File: config.mk
export PLATFORM = sky130hd
export DESIGN_NAME = img_frame_sched
export DESIGN_NICKNAME = d
export VERILOG_FILES = /design/src/rtl/img_frame_sched.sv
export SDC_FILE = /design/constraint.sdc
export NUM_CORES = 1
export LEC_CHECK = 0
export ABC_AREA = 1
export ABC_CLOCK_PERIOD_IN_PS = 2250
export CELL_PAD_IN_SITES_DETAIL_PLACEMENT = 1
export CELL_PAD_IN_SITES_GLOBAL_PLACEMENT = 1
export CORE_ASPECT_RATIO = 0.5
export CORE_UTILIZATION = 38
export DETAILED_ROUTE_END_ITERATION = 12
export PLACE_DENSITY = 0.86
export SETUP_SLACK_MARGIN = 0.1
export SYNTH_ARGS = -nofsm -noshare
export SYNTH_HDL_FRONTEND = slang
export SYNTH_SLANG_ARGS = --single-unit
File: constraint.sdc
create_clock -name clk -period 2.25 [get_ports clk]
set_clock_uncertainty 0.2 [all_clocks]
set_input_delay 0.3375 -clock clk [delete_from_list [all_inputs] [get_ports clk]]
set_output_delay 0.3375 -clock clk [all_outputs]
set_load 0.005 [all_outputs]
File: src/rtl/img_frame_sched.sv
// img_frame_sched
//   Frame-level sequencer between the image ROM streamer and the MNIST CNN
//   classifier. A trig, or auto mode, picks the current image slot and pulses
//   the streamer start. It then counts TOTAL_BYTES pixels and waits for the
//   classifier verdict. The class is latched, frame_cnt is bumped, and the
//   slot index advances.
//
// Ports
//   clk         in   system clock, rising edge
//   rst_n       in   synchronous active-low reset
//   trig        in   one-cycle frame request, honoured only in IDLE
//   auto_en     in   level, chain frames separated by GAP_CYCLES idle cycles
//   pix_vld     in   pixel strobe from the streamer
//   res_vld     in   classifier result strobe
//   res_class   in   classifier digit, valid with res_vld
//   img_start   out  one-cycle streamer start pulse
//   img_sel     out  current image slot (wraps modulo NUM_IMGS)
//   busy        out  high whenever the FSM is not in IDLE
//   frame_done  out  one-cycle pulse after a verdict (or timeout) is captured
//   result      out  last captured class (4'hF after a timeout)
//   frame_cnt   out  completed frames, wraps silently
//   err_pix     out  sticky, pixel outside STREAM or excess pixel
//   err_tmo     out  sticky, classifier timeout
//
// Build option
//   IMG_FRAME_SCHED_TIMEOUT_EN : adds the WAIT_RES watchdog. Without it,
//   err_tmo is tied low and WAIT_RES waits indefinitely.
//
// state    | meaning
// ---------+-------------------------------------------------------------
// IDLE     | waiting for trig
// START    | clear pixel count; img_start is raised on the following cycle
// STREAM   | counting pixels until TOTAL_BYTES have arrived
// WAIT_RES | waiting for the classifier verdict (watchdog when enabled)
// DONE     | advance img_sel; frame_done is raised on the following cycle
// GAP      | auto mode inter-frame delay (down-counter)

module img_frame_sched #(
  parameter int unsigned TOTAL_BYTES    = 784,
  parameter int unsigned NUM_IMGS       = 10,
  parameter int unsigned SEL_W          = 4,
  parameter int unsigned GAP_CYCLES     = 1000,
  parameter int unsigned TIMEOUT_CYCLES = 65535
) (
  input  logic             clk,
  input  logic             rst_n,
  input  logic             trig,
  input  logic             auto_en,
  input  logic             pix_vld,
  input  logic             res_vld,
  input  logic [3:0]       res_class,
  output logic             img_start,
  output logic [SEL_W-1:0] img_sel,
  output logic             busy,
  output logic             frame_done,
  output logic [3:0]       result,
  output logic [15:0]      frame_cnt,
  output logic             err_pix,
  output logic             err_tmo
);

  localparam int unsigned PIX_W = $clog2(TOTAL_BYTES + 1);
  localparam int unsigned GAP_W = $clog2(GAP_CYCLES + 1);

  localparam logic [PIX_W-1:0] PIX_LAST = PIX_W'(TOTAL_BYTES - 1);
  localparam logic [GAP_W-1:0] GAP_LOAD = GAP_W'(GAP_CYCLES - 1);
  localparam logic [SEL_W-1:0] SEL_LAST = SEL_W'(NUM_IMGS - 1);

  // Elaboration-time sanity checks on the configuration.
  if ((2 ** SEL_W) < NUM_IMGS) begin : g_bad_sel_w
    $error("img_frame_sched: SEL_W too narrow for NUM_IMGS");
  end
  if (GAP_CYCLES < 1 || TOTAL_BYTES < 1 || TIMEOUT_CYCLES < 1 || TIMEOUT_CYCLES > 65536) begin : g_bad_cfg
    $error("img_frame_sched: illegal GAP_CYCLES/TOTAL_BYTES/TIMEOUT_CYCLES");
  end

  typedef enum logic [2:0] {
    S_IDLE     = 3'd0,
    S_START    = 3'd1,
    S_STREAM   = 3'd2,
    S_WAIT_RES = 3'd3,
    S_DONE     = 3'd4,
    S_GAP      = 3'd5
  } state_t;

  state_t           state, state_nxt;
  logic [PIX_W-1:0] pix_cnt, pix_cnt_nxt;
  logic [GAP_W-1:0] gap_cnt, gap_cnt_nxt;
  logic             res_take;
  logic             tmo_hit;

  always_comb begin
    state_nxt   = state;
    pix_cnt_nxt = pix_cnt;
    gap_cnt_nxt = gap_cnt;
    res_take    = 1'b0;
    case (state)
      S_IDLE: begin
        if (trig) state_nxt = S_START;
      end
      S_START: begin
        pix_cnt_nxt = '0;
        state_nxt   = S_STREAM;
      end
      S_STREAM: begin
        if (pix_vld) begin
          pix_cnt_nxt = pix_cnt + 1'b1;
          if (pix_cnt == PIX_LAST) state_nxt = S_WAIT_RES;
        end
      end
      S_WAIT_RES: begin
        if (res_vld) begin
          res_take  = 1'b1;
          state_nxt = S_DONE;
        end else if (tmo_hit) begin
          state_nxt = S_DONE;
        end
      end
      S_DONE: begin
        if (auto_en) begin
          gap_cnt_nxt = GAP_LOAD;
          state_nxt   = S_GAP;
        end else begin
          state_nxt = S_IDLE;
        end
      end
      S_GAP: begin
        // Dropping auto_en wins over the terminal count: no late start.
        if (!auto_en)            state_nxt   = S_IDLE;
        else if (gap_cnt == '0)  state_nxt   = S_START;
        else                     gap_cnt_nxt = gap_cnt - 1'b1;
      end
      default: state_nxt = S_IDLE;
    endcase
  end

  always_ff @(posedge clk) begin
    if (!rst_n) begin
      state      <= S_IDLE;
      pix_cnt    <= '0;
      gap_cnt    <= '0;
      img_start  <= 1'b0;
      busy       <= 1'b0;
      frame_done <= 1'b0;
      img_sel    <= '0;
      result     <= '0;
      frame_cnt  <= '0;
      err_pix    <= 1'b0;
    end else begin
      state   <= state_nxt;
      pix_cnt <= pix_cnt_nxt;
      gap_cnt <= gap_cnt_nxt;
      // Pulses lag the state by one cycle; busy tracks the state itself.
      img_start  <= (state == S_START);
      frame_done <= (state == S_DONE);
      busy       <= (state_nxt != S_IDLE);
      if (state == S_DONE) begin
        img_sel <= (img_sel == SEL_LAST) ? '0 : img_sel + 1'b1;
      end
      if (res_take) begin
        result    <= res_class;
        frame_cnt <= frame_cnt + 16'd1;
      end else if (tmo_hit) begin
        result <= 4'hF;
      end
      if (pix_vld && (state != S_STREAM)) err_pix <= 1'b1;
    end
  end

`ifdef IMG_FRAME_SCHED_TIMEOUT_EN
  localparam logic [15:0] TMO_LOAD = 16'(TIMEOUT_CYCLES - 1);

  logic [15:0] wdg_cnt, wdg_nxt;

  // Held at the load value through STREAM so it is primed on entry to
  // WAIT_RES; reaching zero there means TIMEOUT_CYCLES cycles without res_vld.
  always_comb begin
    wdg_nxt = wdg_cnt;
    tmo_hit = 1'b0;
    if (state == S_STREAM) begin
      wdg_nxt = TMO_LOAD;
    end else if ((state == S_WAIT_RES) && !res_vld) begin
      if (wdg_cnt == 16'd0) tmo_hit = 1'b1;
      else                  wdg_nxt = wdg_cnt - 16'd1;
    end
  end

  always_ff @(posedge clk) begin
    if (!rst_n) begin
      wdg_cnt <= 16'd0;
      err_tmo <= 1'b0;
    end else begin
      wdg_cnt <= wdg_nxt;
      if (tmo_hit) err_tmo <= 1'b1;
    end
  end
`else
  assign tmo_hit = 1'b0;
  assign err_tmo = 1'b0;
`endif

endmodule
* Word level (Yosys, flattened, before mapping)
Cells that the tools add are included.
** Word-level totals
- Bits in registers :: 51
- Output and inout bits :: 29
- Logic and storage cells :: 51
** Cells by class
- Add/subtract/negate cells :: 4
- Equality and inequality tests :: 12
- Muxes and demuxes :: 17
- Reduce and logical (&&, ||, !) cells :: 8
** Operators by type and width (count)
- 10-bit 2-to-1 mux :: 4
- 10-bit case mux with 2 select lines :: 2
- 3-bit 2-to-1 mux :: 7
- 3-bit case mux with 6 select lines :: 1
- 16-bit by 1-bit adder with 16-bit output (second input constant) :: 1
- 10-bit by 1-bit adder with 10-bit output (second input constant) :: 1
- 10-bit == test (second input constant) :: 1
- 10-bit logical NOT :: 1
- 10-bit by 1-bit subtractor with 10-bit output (second input constant) :: 1
- 2-bit != test (second input constant) :: 4
- 3-bit by 2-bit == test with 1-bit output (second input constant) :: 2
- 3-bit == test (second input constant) :: 2
- 4-bit by 1-bit adder with 4-bit output (second input constant) :: 1
- 4-bit == test (second input constant) :: 1
- 4-bit 2-to-1 mux :: 1
- 4-bit AND reduction :: 1
- 2-bit nonzero test :: 2
- 3-bit by 1-bit == test with 1-bit output (second input constant) :: 1
- 3-bit logical NOT :: 1
- 3-bit by 2-bit != test with 1-bit output (second input constant) :: 1
- 3-bit nonzero test :: 1
- 1-bit 2-to-1 mux :: 2
- 2-bit AND reduction :: 1
- 1-bit logical AND :: 1

* Logic depth before layout (Yosys ltp)
Gate-level depths: netlist of run 1.
- Depth after elaboration :: 5
- Mapped depth :: 11
- Depth with buffers taken out :: 10

* Worst setup path after synthesis of run 1
OpenSTA, ideal clock, no wires.
- Path kind :: register to register
- Start :: register frame_cnt[0]
- End :: register frame_cnt[10]
- Library setup time :: 116 ps
- Arrival :: 1288 ps
- Data required time :: 1934 ps
- Path slack :: 647 ps
- Stages on the path, launching flop included :: 9
- Path buffers :: 0
- Period minus slack after synthesis :: 1603 ps
- Path through :: dfxtp_1 > ha_1 > nand3_1 > nor2_1 > nand2_1 > nor2_1 > nand2_1 > o21ai_0 > nor2_1
** On the way
- Cells in the longest elaborated chain, start to end :: 1
** RTL lines
- from (decl) :: RTL line 57 : output logic [15:0] frame_cnt,
- from (signal assigned) :: RTL line 162 : frame_cnt <= frame_cnt + 16'd1;
- 16-bit by 1-bit adder with 16-bit output :: RTL line 162
No other way between the ends.
A chain may end at the register's enable or synchronous reset.

* Worst setup path in the final report of run 1
- Start :: register pix_cnt[0]
- End :: register busy
** On the way
- Cells in the longest elaborated chain, start to end :: 5
** RTL lines
- from (decl) :: RTL line 87 : logic [PIX_W-1:0] pix_cnt, pix_cnt_nxt;
- from (signal assigned) :: RTL line 151 : pix_cnt <= pix_cnt_nxt;
- 10-bit == test :: RTL line 108 : if (pix_cnt == PIX_LAST) state_nxt = S_WAIT_RES;
- 3-bit 2-to-1 mux :: RTL line 108
- 3-bit 2-to-1 mux :: RTL line 106 : if (pix_vld) begin
- 3-bit case mux with 6 select lines :: RTL line 97 : case (state)
- 3-bit nonzero test :: RTL line 156 : busy <= (state_nxt != S_IDLE);
- to (signal assigned) :: RTL line 156
- to (decl) :: RTL line 54 : output logic busy,
No other way between the ends.

==> metrics, run 1 <==
status finished clean; drt total wl 7.29 mm; Simple-Gate Fraction of Synth Area 34.6%; hold depth 2; wire length per cell approximately 14 um; syn nets approximately 420; crit end category flop; clk slew on worst S/H paths 70 ps; DRT Pass-1 Iters 4; DRT iter0 DRCs 78; post-route minimum period 1900 ps; Via density 4.98; synth unique cells 30; synth top area cells dfxtp_1, nand2_1, nor2_1, inv_1, a21oi_1; ANT cells 0; Detail Route Antenna Nets 0; Overall Power 1.88 mW; Via Count 2686; slowest cell on the critical path dfxtp_1; initial antenna violation count 0; crit-path max FO 6; R2R depth 9; mux cell area share after synthesis 0%; CTS Buf Count 5; DRC viols 0; CORE AREA slightly below 7000 um2; CP cell instances ha_1 > nand2_1 > nor2_1 > inv_1 > nor2_1 > nand4_1 > nand3_1 > nand2_1 > nand2_1; Hold WC Path Type reg2reg; vias in the first global route 2614; RSZ-0062 raised after global routing false; Max Cap Viol 0; Post-Synthesis Cells around 410; startpoint types flop; Congestion Overflow GR 0; largest net degree at the start of global routing 17; clk_lat worst skew 300 ps; share of layout cells above drive strength 1 6.49%; Synth top area share about two fifths; Clock Path Buffers 2; leakage 1.31 nW; Crit. Startpoint pix_cnt[0]; worst vdd ir slightly below 300 uV; root buf cell clkbuf_16; final hold violation count 0; Die Width between 100 and 150 um; CTS tree yes; sequential area share after synthesis 38.1%; Final period util 84.5%; r2r setup slk 350 ps; fin area roughly 3300 um2; count of input and output buffers 37; CTS hold repair buffers 0; critical path type reg2reg; dpl hpwl between 5 and 6 mm; postcts setup bufs 0; Area growth syn-to-layout 22.9%; FP Rows 21; Pwr Density 571 nW/um2; Syn. warnings 0; initial core utilization about two fifths; Placer Congestion 0.817; post-synthesis xor/xnor area fraction 2.29%; fillcell total slightly below 900; Synth Area in Compound Gates roughly an eighth; hold_ws 277 ps; Global Route Usage Sum 21.0%; final setup fails 0; cell repeated most along the worst path nand2_1; area leader, netlist dfxtp_1; post-synthesis adder-cell area fraction 1.87%; Setup crit end busy; largest family of logic cells by synthesized area simple AND/OR/NAND/NOR gates; Die ar. ~7400 um2; Die Y 61.4 um; clk sink count 51; Syn Std Cell Area 2680 um2; dpl cell area 3140 um2; r2r endpoint busy; # IOs 39; syn avg cell area 6.58 um2; FF-to-FF Start pix_cnt[0]; CP arrival 1950 ps; synthesis-stage register bit count between 50 and 60; fin nets 460; WP data required 2300 ps; first-pass GRT wire length 12.0 mm; delay of the slowest critical-path stage 420 ps; Resize count post-CTS 0; # H-tree levels 2; Setup TNS 0 ps; max frequency 526 MHz; Max Slew Vio Count 0
-- power by group --
part           internal [mW]  switching [mW]  total [mW]  leakage [nW]
Clock                  0.445           0.365       0.811        0.0731
Combinational         0.0556          0.0781       0.134         0.829
Sequential             0.918          0.0162       0.934         0.412
Total                   1.42           0.460        1.88          1.31
-- cell usage in the layout, fill, tap and decap left out, types with 6 or more instances in the layout --
master / netlist / routed
o21ai_0: 25 / 25
nor3_1: 6 / 6
inv_1: 50 / 50
nand3_1: 25 / 25
nand2_2: 6 / 6
a21oi_1: 33 / 33
dfxtp_1: 51 / 51
nand4_1: 9 / 9
nand2_1: 93 / 93
clkdlybuf4s50_1: 0 / 37
nor2_1: 68 / 68
-- worst max-delay path, delay by kind of cell (launching register included) --
kind,cells,cell delay [ps]
adder cells (fa/ha/maj),1,250
buffers and inverters,1,100
flip-flops,1,420
AND/OR/NAND/NOR,7,850
-- how the worst min path moves through the flow --
stage | slack (ps) | from | endpoint
floorplan | 260 | gap_cnt[9] | gap_cnt[9]
global placement | 250 | err_pix | err_pix
detailed placement | 270 | err_pix | err_pix
CTS | 280 | err_pix | err_pix
global route | 320 | err_pix | err_pix
finish | 280 | err_pix | err_pix
-- final cells by class --
class | instances | area [um2] | share of cell area, %
flip-flops and latches | 51 | 1020 | 31.0
clock inverters | 2 | 16.3 | 0.494
multi-input cells | 292 | 1390 | 42.2
clock buffers | 6 | 139 | 4.22
well taps | 92 | 115 | 3.50
inverters | 54 | 203 | 6.16
repair buffers | 42 | 408 | 12.4
-- registers in the layout, indices dropped and copies added, names as in the netlist, 3 cells and up --
name       cells
img_sel        4
gap_cnt       10
pix_cnt       10
frame_cnt     16
state          3
result         4
-- synth_stat cells --
master	instances
nor2_1	68
nor3_2	1
o211ai_1	1
nand2_1	93
ha_1	4
nand2_2	6
clkinv_1	1
inv_1	50
o21ai_1	3
nor2_4	2
inv_2	3
buf_4	3
conb_1	1
clkbuf_1	5
and3_1	1
xnor2_1	3
xor2_1	4
nor2_2	1
a21boi_4	1
nand3_2	2
nor3b_1	1
o211a_1	1
nand3_1	25
nor3_1	6
dfxtp_1	51
a211oi_1	1
nand4_1	9
buf_6	2
a21oi_1	33
o21ai_0	25
-- layer usage --
layer / GRT usage, % / share of wire [%]
met1: 25.4 / 49
met2: 38.0 / 48
met3: 5.65 / 2.5
met4: 6.00 / 1.2
met5: 0 / 0
-- through the flow --
stage	setup slack, ps	std cells	utilization (%)
floorplan	647	407	-
global placement	333	531	46.5
finish	349	539	48.7
detailed placement	308	531	46.5
CTS	347	539	48.7
global route	153	539	48.7
-- kinds of logic after synthesis --
kind of cell             count (synthesis)
AND/OR/NAND/NOR                        215
AO/OA/AOI/OAI                           65
buffers and inverters                   64
flip-flops                              51
XOR/XNOR                                 7
adder cells (fa/ha/maj)                  4
other                                    1
Note: power is estimated with default switching activity, not from simulation.
==> run 2, diff against run 1 <==
--- a/config.mk
+++ b/config.mk
@@ -6,7 +6,7 @@
 export NUM_CORES = 1
 export LEC_CHECK = 0
 export ABC_AREA = 1
-export ABC_CLOCK_PERIOD_IN_PS = 2250
+export ABC_CLOCK_PERIOD_IN_PS = 1900
 export CELL_PAD_IN_SITES_DETAIL_PLACEMENT = 1
 export CELL_PAD_IN_SITES_GLOBAL_PLACEMENT = 1
 export CORE_ASPECT_RATIO = 0.5
==> constraint.sdc (replaced) <==
create_clock -name clk -period 1.9 [get_ports clk]
set_clock_uncertainty 0.2 [all_clocks]
set_input_delay 0.285 -clock clk [delete_from_list [all_inputs] [get_ports clk]]
set_output_delay 0.285 -clock clk [all_outputs]
set_load 0.005 [all_outputs]
==> run 2 against run 1 <==
Register-to-register slack worse by 240 ps; core utilization up 2.7 points; critical endpoint is now state[2]; non-clock buffer count up 12; hold slack better by 14 ps; sequential power up 19%; via count up 2.6%; wire length up 9.2%; flip-flop and latch count unchanged; highest routed layer unchanged; cell area up 5.5%.
==> metrics, run 2 (synthesized netlist as in run 1, its figures left out) <==
largest net degree at the start of global routing 25; DRC viols 0; clk sink count slightly above 50; # H-tree levels 2; final hold violation count 0; Biggest register frame_cnt; drt total wl slightly below 8 mm; Placed Cells incl. Taps 540; worst vdd ir 397 uV; final core occ 51.4%; startpoint types flop; Die Y 61.4 um; Die Width around 120 um; delay of the slowest critical-path stage roughly 350 ps; Setup TNS 0 ps; post-route setup slack between 100 and 150 ps; Hold WC Path Type reg2reg; Global Route Usage Sum between 20% and 30%; hold_ws 291 ps; FF-to-FF Start gap_cnt[5]; ANT cells 0; r2r endpoint state[2]; initial antenna violation count 0; flip-flop count of the largest register after layout 16; Crit path buffers/inverters 2; clk slew on worst S/H paths ~70 ps; crit-path max FO 11; r2r setup slk 110 ps; WP depth 8; Area growth syn-to-layout 29.7%; Crit. Startpoint gap_cnt[5]; max frequency 559 MHz; Congestion Overflow GR 0; Max Cap Viol 0; CTS Buf Count 5; root buf cell clkbuf_16; hold_sp err_pix; dpl cell area 3220 um2; wire length per cell 14.4 um; fin nets 472; final setup fails 0; Detail Route Antenna Nets 0; largest registers frame_cnt x16, gap_cnt x10, pix_cnt x10; post-route minimum period 1790 ps; count of input and output buffers 37; dpl hpwl 5.44 mm; slowest cell on the critical path dfxtp_1; fin area 3470 um2; DRT Pass-1 Iters 4; WP data required 1880 ps; RSZ-0062 raised after global routing true; FP Rows 21; most frequent cells in the layout nand2_1, nor2_1, inv_1; share of layout cells above drive strength 1 12.2%; Clock Path Buffers 2; crit end category flop; critical path type reg2reg; Setup crit end state[2]; first-pass GRT wire length roughly 12 mm; CTS tree yes; Via Count ~2800; vias in the first global route between 2000 and 3000; # IOs 39; family with the most delay on the worst path simple AND/OR/NAND/NOR gates; initial core utilization 39.7%; hold depth 2; Overall Power 2.47 mW; CP arrival 1770 ps; most common cell after layout, fill and taps aside nand2_1; R2R depth 8; DRT iter0 DRCs 85; clk_lat worst skew 290 ps; CP cell instances nor2_1 > nand3_1 > inv_1 > nand2_2 > nand2_2 > nand2_4 > o21ai_1 > inv_1; Via density around 5.0; Die ar. 7410 um2; CTS hold repair buffers 0; Max Slew Vio Count 0; fin cells 551; Final period util 94.2%; Pwr Density about 710 nW/um2; Placer Congestion 0.815; status finished clean; leakage 1.40 nW; CORE AREA 6750 um2; Setup WS pre-CTS 12.3 ps
==> run 2: report_power, final <==
part	leakage (nW)	switching, mW	internal [mW]
Combinational	0.891	0.109	0.0873
Clock	0.0911	0.410	0.756
Sequential	0.416	0.0181	1.09
==> run 2: layout make-up <==
class | count | area [um2]
inverter | 54 | 203
tap | 92 | 115
multi-input combinational | 292 | 1430
clock buffer | 6 | 129
clock inverter | 2 | 60.1
timing repair buffer | 54 | 510
sequential | 51 | 1030
fill | 879 | 3280
==> run 2: layer usage <==
| layer | routed length [um] | share of wire, % | global-route usage (%) |
|---|---|---|---|
| met5 | 0 | 0 | 0 |
| met4 | 81 | 1.0 | 4.23 |
| met3 | 189 | 2.4 | 4.17 |
| met2 | 4010 | 50 | 39.8 |
| met1 | 3670 | 46 | 25.8 |
==> run 2: how the worst min path moves through the flow <==
stage / to / slack, ps
after floorplan: result[2] / 220
after global placement: err_pix / 250
after detailed placement: gap_cnt[9] / 280
after CTS: gap_cnt[9] / 290
after global routing: err_pix / 320
final: err_pix / 290
==> run 2: what timing repair did <==
item | CTS | global route
buffers inserted | 0 | 3
gates cloned | 0 | 0
endpoints found under the setup margin | 4 | 25
pin swaps | 0 | 4
resized for setup | 2 | 19
==> run 2: tightest hold or removal path, stage by stage (launching register included) <==
cell and delay (ps):
dfxtp_1 330, a21oi_1 50, nor2_1 80
==> run 3, diff against run 2 <==
--- a/config.mk
+++ b/config.mk
@@ -17,3 +17,4 @@
 export SYNTH_ARGS = -nofsm -noshare
 export SYNTH_HDL_FRONTEND = slang
 export SYNTH_SLANG_ARGS = --single-unit
+export TNS_END_PERCENT = 20
==> run 3 against run 2 <==
Register-to-register slack gained 30 ps; worst setup slack gained 15 ps; wire length shrank 0.60%; critical path depth shrank 6; total power shrank 0.25%; core utilization shrank 0.19 points; sequential share of layout area shrank 0.074 points; largest power group unchanged; combinational power is essentially flat; hold slack lost 3.3 ps; non-clock buffer count is the same; die area is the same; sequential power is essentially flat.
==> metrics, run 3 (synthesized netlist as in run 1, its figures left out) <==
clk slew on worst S/H paths approximately 70 ps; CTS tree yes; Biggest register frame_cnt; post-route minimum period 1780 ps; crit end category output port; drt total wl 7.91 mm; fin area 3460 um2; largest registers frame_cnt x16, gap_cnt x10, pix_cnt x10; dpl cell area 3220 um2; CTS hold repair buffers 0; crit-path max FO 6; CP arrival 1290 ps; Via Count 2800; most common cell after layout, fill and taps aside nand2_1; Congestion Overflow GR 0; Hold WC Path Type reg2reg; final core occ 51.3%; slowest cell on the critical path clkdlybuf4s50_1; DRT iter0 DRCs 97; Die Y 61.4 um; # IOs 39; final setup fails 0; Die ar. around 7400 um2; first-pass GRT wire length about 12 mm; FP Rows 21; startpoint types flop; worst vdd ir 407 uV; root buf cell clkbuf_16; clk sink count 51; Die Width roughly 120 um; vias in the first global route 2607; Max Cap Viol 0; final hold violation count 0; DRT Pass-1 Iters 4; delay of the slowest critical-path stage 510 ps; Overall Power 2.46 mW; Setup TNS 0 ps; WP data required roughly 1400 ps; Pwr Density 712 nW/um2; DRC viols 0; critical path type reg2out; wire length per cell about 14 um; Area growth syn-to-layout 29.3%; status finished clean; clk_lat worst skew 290 ps; Final period util between 90% and 100%; RSZ-0062 raised after global routing true; CP cell instances buf_4 > clkdlybuf4s50_1; Max Slew Vio Count 0; CORE AREA 6750 um2; dpl hpwl 5.44 mm; Clock Path Buffers 2; Via density 5.08; largest net degree at the start of global routing 25; leakage about 1.4 nW; ANT cells 0; # H-tree levels 2; count of input and output buffers 37; share of layout cells above drive strength 1 10.5%; Detail Route Antenna Nets 0; Global Route Usage Sum approximately a fifth; most frequent cells in the layout nand2_1, nor2_1, inv_1; max frequency approximately 560 MHz; initial core utilization 39.7%; CTS Buf Count 5; Placer Congestion 0.815; fin nets between 400 and 500; flip-flop count of the largest register after layout 16; initial antenna violation count 0
[run 3: changes by cell type in the layout (fill, tap and decap cells not counted)]
cell	before	now
a21oi_1	31	32
a21oi_2	2	1
dfxtp_1	43	48
dfxtp_2	8	3
ha_1	2	3
ha_2	2	1
inv_1	49	50
inv_2	4	3
[run 3: stage by stage]
stage                     setup slack [ps]  hold slack, ps  cells
after global placement                95.3             252    540
after detailed placement              12.3             281    540
after global routing                  24.6             317    551
after CTS                             63.3             291    548
final                                  124             288    551
after floorplan                        297             220    407
[run 3: critical path, delay by kind of cell, from the launching register on]
family                 cells  cell delay [ps]
DFF                        1              350
buffers and inverters      2              660
[run 3: timing repair]
action | CTS | global route
setup buffers | 0 | 3
gates resized for setup | 2 | 11
setup endpoints to repair | 4 | 25
pin swaps | 0 | 2
[run 3: power breakdown]
part	switching (mW)	internal, mW	leakage (nW)
registers	0.0180	1.09	0.413
clock network	0.406	0.756	0.0911
logic	0.109	0.0869	0.893
[run 3: area by class of cell]
cell class	instances	area, um2
fillers	881	3290
multi-input cells	292	1420
flip-flops and latches	51	1020
inverters	54	203
clock inverters	2	60.1
well taps	92	115
clock buffers	6	129
repair buffers	54	510
[run 3: worst paths after layout]
check	to	slack, ps	from	cells past startpoint
worst max-delay path	frame_cnt[0]	120	frame_cnt[0]	2
worst min-delay path	err_pix	290	err_pix	2
worst min register to register	err_pix	290	err_pix	2
worst max register to register	state[2]	140	gap_cnt[5]	8
[run 3: layer usage]
layer,GRT usage [%],wire length [um],up-vias,part of all wire (%)
met2,39.8,3950,40,50
met5,0,0,-,0
met4,4.23,68,0,0.86
li1,-,-,1393,-
met1,25.8,3670,1360,46
met3,4.17,221,7,2.8
